--- src/rtl/lv1_lv2_bus_arbiter.sv ---
// lv1<->lv2 shared bus arbiter: round-robin processor-side owner plus one
// round-robin snoop responder while an owner holds the bus.
// Optional feature macro: LV1_LV2_ARB_TIMEOUT_EN (sticky grant-hold timeout flag).
module lv1_lv2_bus_arbiter #(
    parameter int unsigned NUM_CORES    = 4,
    parameter int unsigned CORE_ID_WID  = 2,
    parameter int unsigned HOLD_CNT_WID = 8,
    parameter int unsigned MAX_HOLD     = 255
) (
    input  logic                   clk,
    input  logic                   rst,
    input  logic [NUM_CORES-1:0]   bus_lv1_lv2_req_proc,
    input  logic [NUM_CORES-1:0]   bus_lv1_lv2_req_snoop,
    output logic [NUM_CORES-1:0]   bus_lv1_lv2_gnt_proc,
    output logic [NUM_CORES-1:0]   bus_lv1_lv2_gnt_snoop,
    output logic [CORE_ID_WID-1:0] gnt_proc_id,
    output logic                   bus_busy,
    output logic                   arb_timeout
);

    typedef enum logic [1:0] {IDLE, PROC, PROC_SNOOP, SNOOP_DRAIN} state_t;

    // Reject configurations the id and hold counter cannot represent.
    if (NUM_CORES > (1 << CORE_ID_WID)) begin : g_bad_id_wid
        $error("CORE_ID_WID too narrow for NUM_CORES");
    end
    if (MAX_HOLD >= (1 << HOLD_CNT_WID)) begin : g_bad_max_hold
        $error("MAX_HOLD exceeds hold counter range");
    end

    state_t                 state, state_n;
    logic [NUM_CORES-1:0]   gnt_proc_n, gnt_snoop_n;
    logic [CORE_ID_WID-1:0] proc_id_n;
    logic [CORE_ID_WID-1:0] snoop_id, snoop_id_n;
    logic [CORE_ID_WID-1:0] proc_ptr, proc_ptr_n;
    logic [CORE_ID_WID-1:0] snoop_ptr, snoop_ptr_n;
    logic                   bus_busy_n;
    logic                   owner_drop, snoop_drop;
    logic [NUM_CORES-1:0]   snoop_cand;

    // First set bit of req at or after ptr, wrapping to 0.
    function automatic logic [CORE_ID_WID-1:0] rr_pick(input logic [NUM_CORES-1:0]   req,
                                                       input logic [CORE_ID_WID-1:0] ptr);
        logic [CORE_ID_WID-1:0] pick;
        logic                   found;
        int unsigned            idx;
        pick  = '0;
        found = 1'b0;
        for (int unsigned i = 0; i < NUM_CORES; i++) begin
            idx = 32'(ptr) + i;
            if (idx >= NUM_CORES) idx = idx - NUM_CORES;
            if (!found && req[CORE_ID_WID'(idx)]) begin
                pick  = CORE_ID_WID'(idx);
                found = 1'b1;
            end
        end
        return pick;
    endfunction

    // Successor id modulo NUM_CORES.
    function automatic logic [CORE_ID_WID-1:0] next_id(input logic [CORE_ID_WID-1:0] id);
        if (id == CORE_ID_WID'(NUM_CORES - 1)) return '0;
        return id + CORE_ID_WID'(1);
    endfunction

    function automatic logic [NUM_CORES-1:0] onehot(input logic [CORE_ID_WID-1:0] id);
        logic [NUM_CORES-1:0] v;
        v     = '0;
        v[id] = 1'b1;
        return v;
    endfunction

    // Request qualifiers for the current owner and snooper.
    always_comb begin
        owner_drop = !bus_lv1_lv2_req_proc[gnt_proc_id];
        snoop_drop = !bus_lv1_lv2_req_snoop[snoop_id];
        snoop_cand = bus_lv1_lv2_req_snoop & ~bus_lv1_lv2_gnt_proc;
    end

    // Next-state and next-grant decode.
    always_comb begin
        state_n     = state;
        gnt_proc_n  = bus_lv1_lv2_gnt_proc;
        gnt_snoop_n = bus_lv1_lv2_gnt_snoop;
        proc_id_n   = gnt_proc_id;
        snoop_id_n  = snoop_id;
        proc_ptr_n  = proc_ptr;
        snoop_ptr_n = snoop_ptr;
        case (state)
            IDLE: begin
                if (|bus_lv1_lv2_req_proc) begin
                    proc_id_n  = rr_pick(bus_lv1_lv2_req_proc, proc_ptr);
                    gnt_proc_n = onehot(proc_id_n);
                    state_n    = PROC;
                end
            end
            PROC: begin
                if (owner_drop) begin
                    gnt_proc_n = '0;
                    proc_ptr_n = next_id(gnt_proc_id);
                    state_n    = IDLE;
                end else if (|snoop_cand) begin
                    snoop_id_n  = rr_pick(snoop_cand, snoop_ptr);
                    gnt_snoop_n = onehot(snoop_id_n);
                    state_n     = PROC_SNOOP;
                end
            end
            PROC_SNOOP: begin
                if (owner_drop) begin
                    gnt_proc_n = '0;
                    proc_ptr_n = next_id(gnt_proc_id);
                end
                if (snoop_drop) begin
                    gnt_snoop_n = '0;
                    snoop_ptr_n = next_id(snoop_id);
                end
                if (owner_drop && snoop_drop) state_n = IDLE;
                else if (owner_drop)          state_n = SNOOP_DRAIN;
                else if (snoop_drop)          state_n = PROC;
            end
            SNOOP_DRAIN: begin
                if (snoop_drop) begin
                    gnt_snoop_n = '0;
                    snoop_ptr_n = next_id(snoop_id);
                    state_n     = IDLE;
                end
            end
            default: state_n = IDLE;
        endcase
        bus_busy_n = (|gnt_proc_n) | (|gnt_snoop_n);
    end

    // State, grant and pointer registers.
    always_ff @(posedge clk or posedge rst) begin
        if (rst) begin
            state                 <= IDLE;
            bus_lv1_lv2_gnt_proc  <= '0;
            bus_lv1_lv2_gnt_snoop <= '0;
            gnt_proc_id           <= '0;
            snoop_id              <= '0;
            proc_ptr              <= '0;
            snoop_ptr             <= '0;
            bus_busy              <= 1'b0;
        end else begin
            state                 <= state_n;
            bus_lv1_lv2_gnt_proc  <= gnt_proc_n;
            bus_lv1_lv2_gnt_snoop <= gnt_snoop_n;
            gnt_proc_id           <= proc_id_n;
            snoop_id              <= snoop_id_n;
            proc_ptr              <= proc_ptr_n;
            snoop_ptr             <= snoop_ptr_n;
            bus_busy              <= bus_busy_n;
        end
    end

`ifdef LV1_LV2_ARB_TIMEOUT_EN
    logic [HOLD_CNT_WID-1:0] hold_cnt, hold_cnt_n;
    logic                    timeout_n;

    // Hold counter: cleared on each new grant, saturates at MAX_HOLD.
    always_comb begin
        hold_cnt_n = hold_cnt;
        if (state == IDLE) begin
            hold_cnt_n = '0;
        end else if (|bus_lv1_lv2_gnt_proc) begin
            if (hold_cnt != HOLD_CNT_WID'(MAX_HOLD)) hold_cnt_n = hold_cnt + HOLD_CNT_WID'(1);
        end
        timeout_n = arb_timeout | (hold_cnt_n == HOLD_CNT_WID'(MAX_HOLD));
    end

    // Sticky timeout flag; only reset clears it.
    always_ff @(posedge clk or posedge rst) begin
        if (rst) begin
            hold_cnt    <= '0;
            arb_timeout <= 1'b0;
        end else begin
            hold_cnt    <= hold_cnt_n;
            arb_timeout <= timeout_n;
        end
    end
`else
    assign arb_timeout = 1'b0;
`endif

endmodule

--- config.mk ---
export PLATFORM = sky130hd
export DESIGN_NAME = lv1_lv2_bus_arbiter
export DESIGN_NICKNAME = d
export VERILOG_FILES = /design/src/rtl/lv1_lv2_bus_arbiter.sv
export SDC_FILE = /design/constraint.sdc
export NUM_CORES = 1
export LEC_CHECK = 0
export ABC_AREA = 1
export CAP_MARGIN = 15
export CORE_MARGIN = 4
export CORE_UTILIZATION = 40
export CTS_BUF_LIST = sky130_fd_sc_hd__clkbuf_16
export CTS_CLUSTER_SIZE = 28
export DETAILED_ROUTE_END_ITERATION = 10
export PLACE_DENSITY = 0.7
export SLEW_MARGIN = 5
export SYNTH_ARGS = -nofsm -noshare
export SYNTH_HDL_FRONTEND = slang
export SYNTH_SLANG_ARGS = --single-unit
--- constraint.sdc ---
create_clock -name clk -period 1.9 [get_ports clk]
set_clock_uncertainty 0.15 [all_clocks]
set_input_delay 0.38 -clock clk [delete_from_list [all_inputs] [get_ports clk]]
set_output_delay 0.38 -clock clk [all_outputs]
set_load 0.005 [all_outputs]
[After elaboration in Yosys (flattened, before gate mapping)]
Cells that the tools add are included.
Word-level totals
  register bits: 19
  input bits: 10
Operators by class
  add/subtract/negate cells: 16
  $lt $le $gt $ge: 22
  equality and inequality tests: 12
  muxes and demuxes: 121
  bitwise operators: 3
  reduce and logical (&&, ||, !) cells: 31
Operators by type and width (number)
  $mux W2: 58
  $mux W1: 41
  $lt A2 B3 Y1 const B: 12
  $bmux W1 S2: 10
  $mux W4: 5
  $ge A3 B3 Y1 const B: 6
  $pmux W4 S2: 2
  $reduce_or A4 Y1: 4
  $sub A2 B1 Y2 const B: 8
  $add A2 B2 Y3 const B: 4
  $ne A2 B2 Y1 const B: 5
  $logic_and A1 B1 Y1: 9
  $reduce_and A3 Y1: 3
  $eq A2 B2 Y1 const B: 4
  $logic_not A1 Y1: 8
  $pmux W2 S2: 2
  $pmux W2 S4: 1
  $add A2 B1 Y3 const B: 2
  $ge A2 B3 Y1 const B: 2
  $add A2 B1 Y2 const B: 2
  $and A4 B4 Y4: 1
  $demux W1 S2: 2
  $ge A2 B1 Y1 const B: 2
  $ne A4 B4 Y1 const B: 1
  9 further kinds: 11

[Longest topological paths before layout]
Gate-level depths: netlist (run 1).
  depth after elaboration: 39
  depth in mapped cells: 16

[Worst setup path after synthesis (run 1)]
Ideal clock, no wire load.
  path type: register -> register
  from: register snoop_ptr[0]
  to: register bus_busy
  setup time: 0.125 ns
  arrival: 1.521 ns
  required time: 1.625 ns
  slack: 0.104 ns
  stages on the path, launching flop included: 16
  cells stage by stage: dfrtp_1 -> buf_6 -> nand3_1 -> nand3_1 -> nand2_2 -> nand2_2 -> nor2_2 -> nand2_1 -> nand2_2 -> inv_2 -> nand3_1 -> nand2_1 -> nand2_1 -> nand2_2 -> nor2_1 -> nand3_1
Between the ends
  cells in the longest elaborated chain, start to end: 38
  elaborated cells on any way between the ends: 70
  classes of those cells: add/sub: 7; order compare: 6; mux: 48; bitwise: 1; reduce/logical: 8
RTL lines
  from (decl): RTL line 36  | logic [CORE_ID_WID-1:0] snoop_ptr, snoop_ptr_n;
  from (signal assigned): RTL line 151  | snoop_ptr <= snoop_ptr_n;
  $ge A2 B3 Y1 or $sub A2 B1 Y2 (tied branches): RTL line 51  | if (idx >= NUM_CORES) idx = idx - NUM_CORES;
  $mux W2: RTL line 51
  $mux W2: RTL line 102  | end else if (|snoop_cand) begin
  $mux W2: RTL line 98  | if (owner_drop) begin
  $mux W2: RTL line 89  | case (state)
  $bmux W1 S2: RTL line 52  | if (!found && req[CORE_ID_WID'(idx)]) begin
  $mux W1 (implied by the code): RTL line 52
  $mux W1: RTL line 52
  (+24 left out)
  $demux W1 S2 *: RTL line 69  | v[id] = 1'b1;
  $mux W4 *: RTL line 102
  $mux W4 *: RTL line 98
  $pmux W4 S2 *: RTL line 89
  via gnt_snoop_n[1]: RTL line 32  | logic [NUM_CORES-1:0] gnt_proc_n, gnt_snoop_n;
  $reduce_or A4 Y1 *: RTL line 130  | bus_busy_n = (|gnt_proc_n) | (|gnt_snoop_n);
  $or A1 B1 Y1 *: RTL line 130
  via bus_busy_n: RTL line 37  | logic bus_busy_n;
  to (signal assigned): RTL line 152  | bus_busy <= bus_busy_n;
  to (decl): RTL line 17  | output logic bus_busy,
Mark *: on every way through the listed nets, which the timed path passes. The rest lies on a longest branch. The select of a mux whose other input is x is not followed.
A chain may end at the register's enable or synchronous reset.

[Final worst setup path (run 1)]
Ends and elaborated chain as after synthesis.

==> flow_results.xml, run 1 <==
<?xml version="1.0" encoding="UTF-8"?>
<metrics>
  <group name="run">
    <metric name="timing.max_cap.violations" unit="">0</metric>
  </group>
  <group name="clock_network">
    <metric name="clock_insertion_delay_at_the_later_pin_of_the_skew_report" unit="ns">0.25</metric>
    <metric name="cts-root-buf" unit="">sky130_fd_sc_hd__clkbuf_16</metric>
    <metric name="clock_pin_slew_of_the_registers_on_the_worst_case_setup_and_hold_paths" unit="ns">0.06</metric>
    <metric name="clock_sinks" unit="">19</metric>
    <metric name="cts_max_level" unit="">1</metric>
    <metric name="numCtsBuffers" unit="">3</metric>
    <metric name="cts_tree" unit="">yes</metric>
    <metric name="cts_max_path_buffers" unit="">2</metric>
  </group>
  <group name="critical_path">
    <metric name="path_max_fanout" unit="">7</metric>
    <metric name="cp-end-kind" unit="">register</metric>
    <metric name="cp.arrival" unit="ns">2.02</metric>
    <metric name="register_to_register_setup_slack" unit="ns">-0.13</metric>
    <metric name="critPathLaunchType" unit="">register</metric>
    <metric name="critical_path_required" unit="ns">1.89</metric>
    <metric name="critical_path_class" unit="">reg2reg</metric>
    <metric name="r2r-end" unit="">bus_busy$_DFF_PP0_</metric>
    <metric name="crit-reg2reg-launch" unit="">snoop_ptr[0]$_DFFE_PP0P_</metric>
    <metric name="r2r_cells" unit="">16</metric>
  </group>
  <group name="floorplanning">
    <metric name="initial_utilization" unit="">0.421</metric>
    <metric name="die_w" unit="um">73.3</metric>
    <metric name="fp.dieArea" unit="mm2">0.00538</metric>
    <metric name="chipHeight" unit="um">73.3</metric>
    <metric name="io_count" unit="">22</metric>
    <metric name="core_area" unit="mm2">0.00406</metric>
    <metric name="std_cell_rows" unit="">23</metric>
  </group>
  <group name="finish">
    <metric name="antennaDiodeCount" unit="">0</metric>
    <metric name="commonest_non_fill_non_tap_cells_in_the_layout" unit="">sky130_fd_sc_hd__nand2_1 (62), sky130_fd_sc_hd__buf_4 (36), sky130_fd_sc_hd__nand2_2 (28)</metric>
    <metric name="postLayoutCellArea" unit="mm2">0.00258</metric>
    <metric name="drive_gt1_frac" unit="">0.397</metric>
    <metric name="nets" unit="">342</metric>
    <metric name="layout-area-overhead-vs-synth" unit="%">51.3</metric>
    <metric name="fin_util" unit="">0.637</metric>
    <metric name="layout.cells.most_common" unit="">sky130_fd_sc_hd__nand2_1</metric>
  </group>
  <group name="placement">
    <metric name="hpwl" unit="um">3360</metric>
    <metric name="placement.cell_area" unit="mm2">0.00222</metric>
    <metric name="final_weighted_congestion_of_routability_driven_global_placement" unit="">0.832</metric>
    <metric name="buffer_ports.inserted" unit="">20</metric>
  </group>
  <group name="power_and_ir_drop">
    <metric name="ir_drop" unit="V">0.000628</metric>
    <metric name="power.static_leakage" unit="nW">1.32</metric>
    <metric name="power_per_cell_area" unit="mW/mm2">1860</metric>
  </group>
  <group name="route">
    <metric name="drt-pass1-iter-count" unit="">4</metric>
    <metric name="wl_per_cell" unit="um">12.5</metric>
    <metric name="routed_wl" unit="um">4690</metric>
    <metric name="detail-route-antenna-nets" unit="">0</metric>
    <metric name="detail_route.drc_violations" unit="">0</metric>
    <metric name="detail_route.iter0.violations" unit="">99</metric>
    <metric name="num_vias" unit="">1887</metric>
    <metric name="route.detailed.vias_per_inst" unit="">5.03</metric>
  </group>
  <group name="global_routing">
    <metric name="first_global_vias" unit="">1762</metric>
    <metric name="overflow" unit="">0</metric>
    <metric name="grt_start_max_net_pins" unit="">20</metric>
    <metric name="globalRouteTotalUtil" unit="">0.175</metric>
    <metric name="grt_pass1_wl" unit="um">7530</metric>
    <metric name="antenna_found_initial" unit="">0</metric>
  </group>
  <group name="timing">
    <metric name="unrepaired_setup_endpoints_after_global_routing" unit="">yes</metric>
    <metric name="finalSetupViolations" unit="">2</metric>
    <metric name="smallest_hold_slack" unit="ns">0.300</metric>
    <metric name="fmaxAchievable" unit="MHz">492</metric>
    <metric name="min_period" unit="ns">2.03</metric>
    <metric name="hold_viol_final" unit="">0</metric>
    <metric name="final_min_period_over_clock_period" unit="">1.07</metric>
    <metric name="layout_setup_ws" unit="ns">-0.133</metric>
    <metric name="final-max-slew-violation-count" unit="">0</metric>
  </group>
  <group name="synthesis">
    <metric name="synth_cell_types" unit="">29</metric>
    <metric name="synth_sequential_area_ratio" unit="">0.278</metric>
    <metric name="synth.yosys.warnings" unit="">0</metric>
    <metric name="post_syn_nets" unit="">279</metric>
    <metric name="syn_avg_cell_area" unit="um2">6.49</metric>
    <metric name="synthCells" unit="">263</metric>
    <metric name="mappedNetlistArea" unit="mm2">0.00171</metric>
    <metric name="synth.ff_latch_count" unit="">19</metric>
  </group>
  <group name="hold_path">
    <metric name="min_path_type" unit="">in2async</metric>
  </group>
  <group name="outcome">
    <metric name="violations" unit="">negative setup slack</metric>
    <metric name="outcome" unit="">finished, violations left</metric>
  </group>
</metrics>
metrics by stage:
step | setup slack (ns) | setup TNS, ns | total power, mW | instances
5_1_grt | -0.299 | -0.913 | 5.25 | 375
6_report | -0.133 | -0.150 | 4.82 | 375
4_1_cts | -0.0739 | -0.0739 | 4.30 | 372
3_5_place_dp | -0.529 | -5.05 | 3.70 | 365
3_3_place_gp | -0.556 | -5.08 | 3.65 | 365
2_1_floorplan | 0.104 | 0 | 2.60 | 263
worst max path at each step:
stage                              from            endpoint  slack, ns
2_1_floorplan  snoop_ptr[0]$_DFFE_PP0P_  bus_busy$_DFF_PP0_       0.10
4_1_cts         proc_ptr[0]$_DFFE_PP0P_  bus_busy$_DFF_PP0_      -0.07
3_3_place_gp    bus_lv1_lv2_req_proc[0]  bus_busy$_DFF_PP0_      -0.56
6_report       snoop_ptr[0]$_DFFE_PP0P_  bus_busy$_DFF_PP0_      -0.13
3_5_place_dp    bus_lv1_lv2_req_proc[0]  bus_busy$_DFF_PP0_      -0.53
5_1_grt         proc_ptr[0]$_DFFE_PP0P_  bus_busy$_DFF_PP0_      -0.30
power by group:
group	switching (mW)	internal, mW
Sequential	0.155	0.573
Combinational	2.03	1.62
Clock	0.155	0.280
layout make-up:
cell class	count	area [um2]
Clock buffer	3	75.1
Inverter	36	140
Clock inverter	1	3.75
Sequential cell	19	477
Multi-Input combinational cell	204	1280
Timing Repair Buffer	62	541
Tap cell	50	62.6
Fill cell	350	1470
cells in the mapped netlist:
| library cell | count | area share |
|---|---|---|
| sky130_fd_sc_hd__o21ai_0 | 15 | 0.044 |
| sky130_fd_sc_hd__dfrtp_1 | 19 | 0.28 |
| sky130_fd_sc_hd__nor2_1 | 22 | 0.048 |
| sky130_fd_sc_hd__nand3_1 | 28 | 0.082 |
| sky130_fd_sc_hd__nand2_2 | 21 | 0.077 |
| sky130_fd_sc_hd__nor4_1 | 1 | 0.0037 |
| sky130_fd_sc_hd__a21oi_2 | 1 | 0.0051 |
| sky130_fd_sc_hd__and2_2 | 1 | 0.0044 |
| sky130_fd_sc_hd__o211ai_2 | 1 | 0.0073 |
| sky130_fd_sc_hd__a221oi_1 | 1 | 0.0051 |
| sky130_fd_sc_hd__nand4_1 | 2 | 0.0073 |
| sky130_fd_sc_hd__buf_2 | 1 | 0.0029 |
| sky130_fd_sc_hd__nor2_4 | 2 | 0.013 |
| sky130_fd_sc_hd__nor3_1 | 2 | 0.0059 |
| sky130_fd_sc_hd__inv_1 | 30 | 0.066 |
| sky130_fd_sc_hd__conb_1 | 1 | 0.0022 |
| sky130_fd_sc_hd__nand3_2 | 5 | 0.029 |
| sky130_fd_sc_hd__buf_4 | 1 | 0.0044 |
| sky130_fd_sc_hd__inv_2 | 5 | 0.011 |
| sky130_fd_sc_hd__ha_1 | 6 | 0.044 |
| sky130_fd_sc_hd__xor2_1 | 1 | 0.0051 |
| sky130_fd_sc_hd__buf_6 | 2 | 0.013 |
| sky130_fd_sc_hd__a21oi_1 | 10 | 0.029 |
| sky130_fd_sc_hd__xnor2_1 | 1 | 0.0051 |
| sky130_fd_sc_hd__o21ai_2 | 4 | 0.021 |
| sky130_fd_sc_hd__nor2_2 | 4 | 0.015 |
| sky130_fd_sc_hd__inv_4 | 1 | 0.0037 |
| sky130_fd_sc_hd__o211ai_1 | 1 | 0.0044 |
| sky130_fd_sc_hd__nand2_1 | 74 | 0.16 |
routing by layer:
layer / GRT usage / wire length [um]
met3: 0.0233 / 175
met1: 0.243 / 2190
met5: 0 / 0
met4: 0.0523 / 120
met2: 0.281 / 2210
registers in the layout, indices dropped and copies added (netlist names):
register               cells
bus_lv1_lv2_gnt_proc       4
bus_lv1_lv2_gnt_snoop      4
gnt_proc_id                2
proc_ptr                   2
snoop_id                   2
snoop_ptr                  2
state                      2
bus_busy                   1
critical path, cell delays in order, from the launching register on:
cell	delay [ns]
sky130_fd_sc_hd__dfrtp_1	0.41
sky130_fd_sc_hd__buf_6	0.19
sky130_fd_sc_hd__nand2_2	0.06
sky130_fd_sc_hd__nand2_2	0.11
sky130_fd_sc_hd__nand2_1	0.09
sky130_fd_sc_hd__nand2_1	0.10
sky130_fd_sc_hd__nand2_2	0.07
sky130_fd_sc_hd__nor2_2	0.11
sky130_fd_sc_hd__nand2_1	0.08
sky130_fd_sc_hd__nand2_2	0.09
sky130_fd_sc_hd__inv_2	0.05
sky130_fd_sc_hd__nand3_2	0.06
sky130_fd_sc_hd__nand2_1	0.06
sky130_fd_sc_hd__nand2_2	0.05
sky130_fd_sc_hd__nand2_2	0.06
sky130_fd_sc_hd__nor2_2	0.11
sky130_fd_sc_hd__nand3_1	0.07
cells by family (layout without fill, tap and decap cells):
kind of cell | Yosys count | count (layout) | share of synthesized area
and+or+nand+nor | 162 | 162 | 0.448
buffers and inverters | 40 | 102 | 0.101
other | 1 | 1 | 0.00220
xor gates and xnor gates | 2 | 2 | 0.0103
adders and majority gates | 6 | 6 | 0.0440
DFF | 19 | 19 | 0.278
AOI/OAI and AO/OA | 33 | 33 | 0.116
timing repair:
| item | in CTS | in global routing |
|---|---|---|
| endpoints found under the setup margin | 13 | 12 |
| resized for setup | 19 | 55 |
| pin swaps | 3 | 20 |
| hold buffers | 0 | 0 |
| buffers inserted | 3 | 4 |
No activity file was read; power rests on OpenSTA's default activity.
==> run 2, diff against run 1 <==
- CORE_MARGIN: 4 -> 1
==> run 2 against run 1 <==
Net effect:
- the flow still finishes with violations (negative setup slack)
- core utilization grew 1.3 points
- clock-buffer cell count is the same
- non-clock buffer count grew 2
- clock power grew 2%
- combinational power grew 2%
- fmax shrank 7.2%
- final cell count grew 0.53%
- sequential share of layout area shrank 0.33 points
- critical path type unchanged
- sequential cell count is the same
- routed wire length grew 5.8%
- hold slack gained 0.014 ns
- final area grew 2.1%
==> flow_results.xml, run 2 (same netlist as run 1, synthesis figures left out) <==
<?xml version="1.0" encoding="UTF-8"?>
<metrics>
  <group name="clock_network">
    <metric name="clock_pin_slew_of_the_registers_on_the_worst_case_setup_and_hold_paths" unit="ns">0.06</metric>
    <metric name="clock_insertion_delay_at_the_later_pin_of_the_skew_report" unit="ns">0.25</metric>
    <metric name="clock_sinks" unit="">19</metric>
    <metric name="cts_tree" unit="">yes</metric>
    <metric name="cts_max_path_buffers" unit="">2</metric>
    <metric name="numCtsBuffers" unit="">3</metric>
    <metric name="cts_hold_repair.buffers" unit="">0</metric>
    <metric name="cts-root-buf" unit="">sky130_fd_sc_hd__clkbuf_16</metric>
    <metric name="cts_max_level" unit="">1</metric>
  </group>
  <group name="power_and_ir_drop">
    <metric name="register_share_of_total_power" unit="">0.157</metric>
    <metric name="share_comb_of_total_power" unit="">0.754</metric>
    <metric name="netSwitchingFraction" unit="">0.490</metric>
    <metric name="clock_power_share" unit="">0.089</metric>
    <metric name="totalPowerFinal" unit="mW">4.96</metric>
    <metric name="p_int" unit="mW">2.53</metric>
    <metric name="ir_drop" unit="V">0.000639</metric>
    <metric name="power_switching" unit="mW">2.43</metric>
    <metric name="power.static_leakage" unit="nW">1.36</metric>
    <metric name="power_per_cell_area" unit="mW/mm2">1880</metric>
  </group>
  <group name="finish">
    <metric name="multi_input_area" unit="mm2">0.00132</metric>
    <metric name="layout-area-overhead-vs-synth" unit="%">54.4</metric>
    <metric name="postLayoutCellArea" unit="mm2">0.00264</metric>
    <metric name="num-fill-cells" unit="">326</metric>
    <metric name="reg_top3" unit="">bus_lv1_lv2_gnt_proc: 4 flops, bus_lv1_lv2_gnt_snoop: 4 flops</metric>
    <metric name="antennaDiodeCount" unit="">0</metric>
    <metric name="commonest_non_fill_non_tap_cells_in_the_layout" unit="">sky130_fd_sc_hd__nand2_1 (56), sky130_fd_sc_hd__buf_4 (39), sky130_fd_sc_hd__nand2_2 (31)</metric>
    <metric name="final-seq-area" unit="um2">478</metric>
    <metric name="layout.cells.most_common" unit="">sky130_fd_sc_hd__nand2_1</metric>
    <metric name="drive_gt1_frac" unit="">0.428</metric>
    <metric name="nets" unit="">344</metric>
  </group>
  <group name="floorplanning">
    <metric name="initial_utilization" unit="">0.421</metric>
    <metric name="core_area" unit="mm2">0.00406</metric>
    <metric name="io_count" unit="">22</metric>
    <metric name="std_cell_rows" unit="">23</metric>
    <metric name="fp.dieArea" unit="mm2">0.00454</metric>
    <metric name="die_w" unit="um">67.3</metric>
    <metric name="chipHeight" unit="um">67.3</metric>
  </group>
  <group name="placement">
    <metric name="final_weighted_congestion_of_routability_driven_global_placement" unit="">0.815</metric>
    <metric name="buffer_ports.inserted" unit="">20</metric>
    <metric name="preCtsSetupSlack" unit="ns">-0.587</metric>
    <metric name="hpwl" unit="um">3320</metric>
    <metric name="placement.cell_area" unit="mm2">0.00221</metric>
  </group>
  <group name="critical_path">
    <metric name="cp.arrival" unit="ns">2.17</metric>
    <metric name="register_to_register_setup_slack" unit="ns">-0.29</metric>
    <metric name="critical_path.cell_chain" unit="">buf_12, nand2_4, o21ai_4, nand2_2, nand2_4, nor2_4, nand2_1, nand3_2, nand2_2, nand2_2, nor2_1, nor2_2, nand2_1, nor2_1, nand3_1</metric>
    <metric name="slowest_stage" unit="">sky130_fd_sc_hd__dfrtp_2</metric>
    <metric name="critical_path_required" unit="ns">1.88</metric>
    <metric name="critPathLaunchType" unit="">register</metric>
    <metric name="critical_path_class" unit="">reg2reg</metric>
    <metric name="critical_path_start" unit="">proc_ptr[0]$_DFFE_PP0P_</metric>
    <metric name="critical_path_cell_count" unit="">15</metric>
    <metric name="timing.critical_path.mode_cell" unit="">sky130_fd_sc_hd__nand2_2</metric>
    <metric name="critPathMaxStageDelay" unit="ns">0.48</metric>
    <metric name="r2r_cells" unit="">15</metric>
    <metric name="crit-reg2reg-launch" unit="">proc_ptr[0]$_DFFE_PP0P_</metric>
    <metric name="cp-endpoint" unit="">bus_busy$_DFF_PP0_</metric>
    <metric name="path_max_fanout" unit="">5</metric>
    <metric name="cp_delay_by_family_top" unit="">simple AND/OR/NAND/NOR gates</metric>
    <metric name="cp-end-kind" unit="">register</metric>
    <metric name="r2r-end" unit="">bus_busy$_DFF_PP0_</metric>
    <metric name="worstPathBufferInverterCount" unit="">1</metric>
  </group>
  <group name="timing">
    <metric name="fmaxAchievable" unit="MHz">456</metric>
    <metric name="layout_setup_ws" unit="ns">-0.291</metric>
    <metric name="unrepaired_setup_endpoints_after_global_routing" unit="">yes</metric>
    <metric name="final_min_period_over_clock_period" unit="">1.15</metric>
    <metric name="min_period" unit="ns">2.19</metric>
    <metric name="hold_viol_final" unit="">0</metric>
    <metric name="fin_tns_setup" unit="ns">-0.656</metric>
    <metric name="finalSetupViolations" unit="">6</metric>
    <metric name="final-max-slew-violation-count" unit="">0</metric>
  </group>
  <group name="hold_path">
    <metric name="min_path_type" unit="">in2async</metric>
  </group>
  <group name="global_routing">
    <metric name="antenna_found_initial" unit="">0</metric>
    <metric name="globalRouteTotalUtil" unit="">0.204</metric>
    <metric name="overflow" unit="">0</metric>
    <metric name="grt_pass1_wl" unit="um">7020</metric>
    <metric name="grt_start_max_net_pins" unit="">20</metric>
    <metric name="first_global_vias" unit="">1649</metric>
  </group>
  <group name="route">
    <metric name="routed_wl" unit="um">4960</metric>
    <metric name="num_vias" unit="">1932</metric>
    <metric name="route.detailed.vias_per_inst" unit="">5.12</metric>
    <metric name="wl_per_cell" unit="um">13.2</metric>
    <metric name="detail_route.drc_violations" unit="">0</metric>
    <metric name="detail-route-antenna-nets" unit="">0</metric>
    <metric name="detail_route.iter0.violations" unit="">96</metric>
    <metric name="drt-pass1-iter-count" unit="">4</metric>
  </group>
  <group name="outcome">
    <metric name="violations" unit="">negative setup slack</metric>
    <metric name="outcome" unit="">finished, violations left</metric>
  </group>
  <group name="run">
    <metric name="timing.max_cap.violations" unit="">0</metric>
  </group>
</metrics>
## run 2: metrics by stage
step / std cells / util / hold WS [ns]
after floorplan: 263 / - / 0.181
after CTS: 369 / 0.572 / 0.327
after global placement: 364 / 0.545 / 0.373
after global routing: 377 / 0.650 / 0.352
after detailed placement: 364 / 0.545 / 0.383
final: 377 / 0.650 / 0.314
## run 2: how the worst min path moves through the flow
| stage | startpoint | end | slack (ns) | cells past startpoint |
|---|---|---|---|---|
| 6_report | rst | bus_lv1_lv2_gnt_proc[1]$_DFF_PP0_ | 0.31 | 3 |
| 5_1_grt | rst | snoop_id[0]$_DFFE_PP0P_ | 0.35 | 3 |
| 4_1_cts | rst | proc_ptr[1]$_DFFE_PP0P_ | 0.33 | 3 |
| 3_5_place_dp | bus_lv1_lv2_gnt_snoop[1]$_DFF_PP0_ | bus_lv1_lv2_gnt_snoop[1]$_DFF_PP0_ | 0.38 | 2 |
| 3_3_place_gp | bus_lv1_lv2_gnt_snoop[0]$_DFF_PP0_ | bus_lv1_lv2_gnt_snoop[0]$_DFF_PP0_ | 0.37 | 2 |
| 2_1_floorplan | rst | bus_busy$_DFF_PP0_ | 0.18 | 1 |
## run 2: area by class of cell
type                       instances  area share
clock buffer                       3      0.0285
multi-input combinational        204       0.500
timing repair buffer              64       0.210
inverter                          36      0.0550
clock inverter                     1     0.00190
sequential                        19       0.181
tap                               50      0.0237
## run 2: power by group through the flow
stage	clock network [mW]	logic (mW)	registers, mW
final	0.443	3.74	0.780
after global routing	0.475	4.10	0.804
after CTS	0.452	3.02	0.747
after detailed placement	0	2.96	0.743
after global placement	0	2.91	0.734
after floorplan	0	1.90	0.701
## run 2: tightest hold or removal path: stages
cell and delay [ns]:
sky130_fd_sc_hd__clkdlybuf4s50_1 0.40, sky130_fd_sc_hd__inv_1 0.05, sky130_fd_sc_hd__buf_4 0.26
## run 2: metal layers
| metal | GRT usage | vias to the layer above | wire length, um |
|---|---|---|---|
| li1 | - | 966 | - |
| met1 | 0.259 | 903 | 2220 |
| met5 | 0 | - | 0 |
| met2 | 0.359 | 57 | 2520 |
| met3 | 0.0304 | 6 | 164 |
| met4 | 0.0505 | 0 | 64 |
## run 2: what timing repair did
action / in CTS / in global routing
gates resized for setup: 18 / 66
gates cloned: 0 / 1
setup endpoints to repair: 13 / 12
pin swaps: 2 / 33
buffers inserted: 1 / 9
==> run 3, diff against run 2 <==
- CAP_MARGIN: 15 -> not set
- MAX_ROUTING_LAYER: not set -> met4
==> run 3 against run 2 <==
Net effect:
- global-route usage up 0.60 points
- worst setup slack worse by 0.012 ns
- clock power about the same
- critical path type unchanged
- the run still ends with negative setup slack left
- critical endpoint unchanged
==> flow_results.xml, run 3 (same netlist as run 1, synthesis figures left out) <==
<?xml version="1.0" encoding="UTF-8"?>
<metrics>
  <group name="outcome">
    <metric name="outcome" unit="">finished, violations left</metric>
    <metric name="violations" unit="">negative setup slack</metric>
  </group>
  <group name="route">
    <metric name="detail_route.iter0.violations" unit="">100</metric>
    <metric name="num_vias" unit="">1930</metric>
    <metric name="detail_route.drc_violations" unit="">0</metric>
    <metric name="routed_wl" unit="um">5000</metric>
    <metric name="route.detailed.vias_per_inst" unit="">5.12</metric>
    <metric name="detail-route-antenna-nets" unit="">0</metric>
    <metric name="wl_per_cell" unit="um">13.3</metric>
    <metric name="drt-pass1-iter-count" unit="">4</metric>
  </group>
  <group name="critical_path">
    <metric name="worstPathBufferInverterCount" unit="">1</metric>
    <metric name="cp_delay_by_family_top" unit="">simple AND/OR/NAND/NOR gates</metric>
    <metric name="critPathLaunchType" unit="">register</metric>
    <metric name="timing.critical_path.mode_cell" unit="">sky130_fd_sc_hd__nand2_2</metric>
    <metric name="slowest_stage" unit="">sky130_fd_sc_hd__dfrtp_2</metric>
    <metric name="critical_path.cell_chain" unit="">buf_12, nand2_4, o21ai_4, nand2_2, nand2_4, nor2_4, nand2_1, nand3_2, nand2_2, nand2_2, nor2_1, nor2_2, nand2_1, nor2_1, nand3_1</metric>
    <metric name="cp-end-kind" unit="">register</metric>
    <metric name="path_max_fanout" unit="">5</metric>
    <metric name="critical_path_cell_count" unit="">15</metric>
    <metric name="critical_path_class" unit="">reg2reg</metric>
    <metric name="r2r_cells" unit="">15</metric>
    <metric name="critical_path_required" unit="ns">1.87</metric>
    <metric name="cp.arrival" unit="ns">2.18</metric>
    <metric name="critPathMaxStageDelay" unit="ns">0.48</metric>
  </group>
  <group name="finish">
    <metric name="reg_top3" unit="">bus_lv1_lv2_gnt_proc: 4 flops, bus_lv1_lv2_gnt_snoop: 4 flops</metric>
    <metric name="num-fill-cells" unit="">326</metric>
    <metric name="layout.cells.most_common" unit="">sky130_fd_sc_hd__nand2_1</metric>
    <metric name="drive_gt1_frac" unit="">0.428</metric>
    <metric name="post_layout_instance_count_excluding_filler_cells" unit="">377</metric>
    <metric name="antennaDiodeCount" unit="">0</metric>
    <metric name="layout-area-overhead-vs-synth" unit="%">54.4</metric>
    <metric name="commonest_non_fill_non_tap_cells_in_the_layout" unit="">sky130_fd_sc_hd__nand2_1 (56), sky130_fd_sc_hd__buf_4 (39), sky130_fd_sc_hd__nand2_2 (31)</metric>
    <metric name="nets" unit="">344</metric>
  </group>
  <group name="hold_path">
    <metric name="min_path_type" unit="">in2async</metric>
  </group>
  <group name="clock_network">
    <metric name="cts-root-buf" unit="">sky130_fd_sc_hd__clkbuf_16</metric>
    <metric name="cts_max_path_buffers" unit="">2</metric>
    <metric name="clock_pin_slew_of_the_registers_on_the_worst_case_setup_and_hold_paths" unit="ns">0.06</metric>
    <metric name="cts_tree" unit="">yes</metric>
    <metric name="numCtsBuffers" unit="">3</metric>
    <metric name="cts_max_level" unit="">1</metric>
    <metric name="clock_insertion_delay_at_the_later_pin_of_the_skew_report" unit="ns">0.25</metric>
    <metric name="clock_sinks" unit="">19</metric>
  </group>
  <group name="global_routing">
    <metric name="grt_start_max_net_pins" unit="">20</metric>
    <metric name="antenna_found_initial" unit="">0</metric>
    <metric name="first_global_vias" unit="">1650</metric>
    <metric name="overflow" unit="">0</metric>
    <metric name="grt_pass1_wl" unit="um">7020</metric>
    <metric name="globalRouteTotalUtil" unit="">0.210</metric>
  </group>
  <group name="floorplanning">
    <metric name="initial_utilization" unit="">0.421</metric>
    <metric name="core_area" unit="mm2">0.00406</metric>
    <metric name="io_count" unit="">22</metric>
    <metric name="std_cell_rows" unit="">23</metric>
    <metric name="chipHeight" unit="um">67.3</metric>
    <metric name="fp.dieArea" unit="mm2">0.00454</metric>
    <metric name="die_w" unit="um">67.3</metric>
  </group>
  <group name="power_and_ir_drop">
    <metric name="power_per_cell_area" unit="mW/mm2">1890</metric>
    <metric name="ir_drop" unit="V">0.000641</metric>
    <metric name="power.static_leakage" unit="nW">1.36</metric>
  </group>
  <group name="placement">
    <metric name="final_weighted_congestion_of_routability_driven_global_placement" unit="">0.827</metric>
    <metric name="buffer_ports.inserted" unit="">20</metric>
    <metric name="hpwl" unit="um">3320</metric>
    <metric name="numPlacedInstances" unit="">364</metric>
  </group>
  <group name="timing">
    <metric name="min_period" unit="ns">2.20</metric>
    <metric name="smallest_hold_slack" unit="ns">0.313</metric>
    <metric name="final_min_period_over_clock_period" unit="">1.16</metric>
    <metric name="final-max-slew-violation-count" unit="">0</metric>
    <metric name="finalSetupViolations" unit="">6</metric>
    <metric name="hold_viol_final" unit="">0</metric>
    <metric name="fin_tns_setup" unit="ns">-0.682</metric>
    <metric name="fmaxAchievable" unit="MHz">454</metric>
    <metric name="layout_setup_ws" unit="ns">-0.303</metric>
    <metric name="unrepaired_setup_endpoints_after_global_routing" unit="">yes</metric>
  </group>
  <group name="run">
    <metric name="timing.max_cap.violations" unit="">0</metric>
  </group>
</metrics>
[run 3: per-stage QoR]
| step | area (um2) | utilization | power, mW | setup slack (ns) |
|---|---|---|---|---|
| floorplan | 1710 | - | 2.60 | 0.104 |
| global placement | 2210 | 0.545 | 3.64 | -0.572 |
| detailed placement | 2210 | 0.545 | 3.70 | -0.587 |
| CTS | 2320 | 0.572 | 4.22 | -0.124 |
| global route | 2640 | 0.650 | 5.37 | -0.430 |
| finish | 2640 | 0.650 | 4.97 | -0.303 |
[run 3: layout make-up]
| cell class | count | area (um2) | share of cell area |
|---|---|---|---|
| multi-input cells | 204 | 1320 | 0.500 |
| repair buffers | 64 | 554 | 0.210 |
| flip-flops and latches | 19 | 478 | 0.181 |
| inverters | 36 | 145 | 0.0550 |
| clock buffers | 3 | 75.1 | 0.0285 |
| well taps | 50 | 62.6 | 0.0237 |
| clock inverters | 1 | 5.00 | 0.00190 |
[run 3: tightest hold or removal path, cell delays in order]
cell and delay (ns):
sky130_fd_sc_hd__clkdlybuf4s50_1 0.40, sky130_fd_sc_hd__inv_1 0.05, sky130_fd_sc_hd__buf_4 0.26
[run 3: repair_timing]
action | 4_1_cts | 5_1_grt
hold buffers | 0 | 0
pin swaps | 2 | 33
buffers inserted | 1 | 9
setup endpoints to repair | 13 | 12
gates resized for setup | 18 | 66
cloned | 0 | 1
[run 3: path summary, 6_finish.rpt]
check                                                     end                               start  slack, ns
max                                        bus_busy$_DFF_PP0_             proc_ptr[0]$_DFFE_PP0P_      -0.30
min                         bus_lv1_lv2_gnt_proc[1]$_DFF_PP0_                                 rst       0.31
max reg2reg                                bus_busy$_DFF_PP0_             proc_ptr[0]$_DFFE_PP0P_      -0.30
min reg2reg                bus_lv1_lv2_gnt_snoop[1]$_DFF_PP0_  bus_lv1_lv2_gnt_snoop[1]$_DFF_PP0_       0.41
max in group asynchronous            snoop_ptr[0]$_DFFE_PP0P_                                 rst       1.06
min in group clk           bus_lv1_lv2_gnt_snoop[1]$_DFF_PP0_  bus_lv1_lv2_gnt_snoop[1]$_DFF_PP0_       0.41
[run 3: layer usage]
layer / part of all wire / vias to the layer above / global-route usage / routed length [um]
met2: 0.50 / 55 / 0.359 / 2510
met1: 0.45 / 901 / 0.259 / 2270
met4: 0.014 / 0 / 0.0505 / 68
li1: - / 966 / - / -
met5: 0 / - / - / 0
met3: 0.029 / 8 / 0.0304 / 143
[run 3: report_power, final]
group | switching, mW | internal [mW] | total (mW) | leakage (nW)
clock | 0.161 | 0.282 | 0.443 | 0.0409
sequential | 0.206 | 0.574 | 0.780 | 0.242
combinational | 2.07 | 1.68 | 3.75 | 1.07
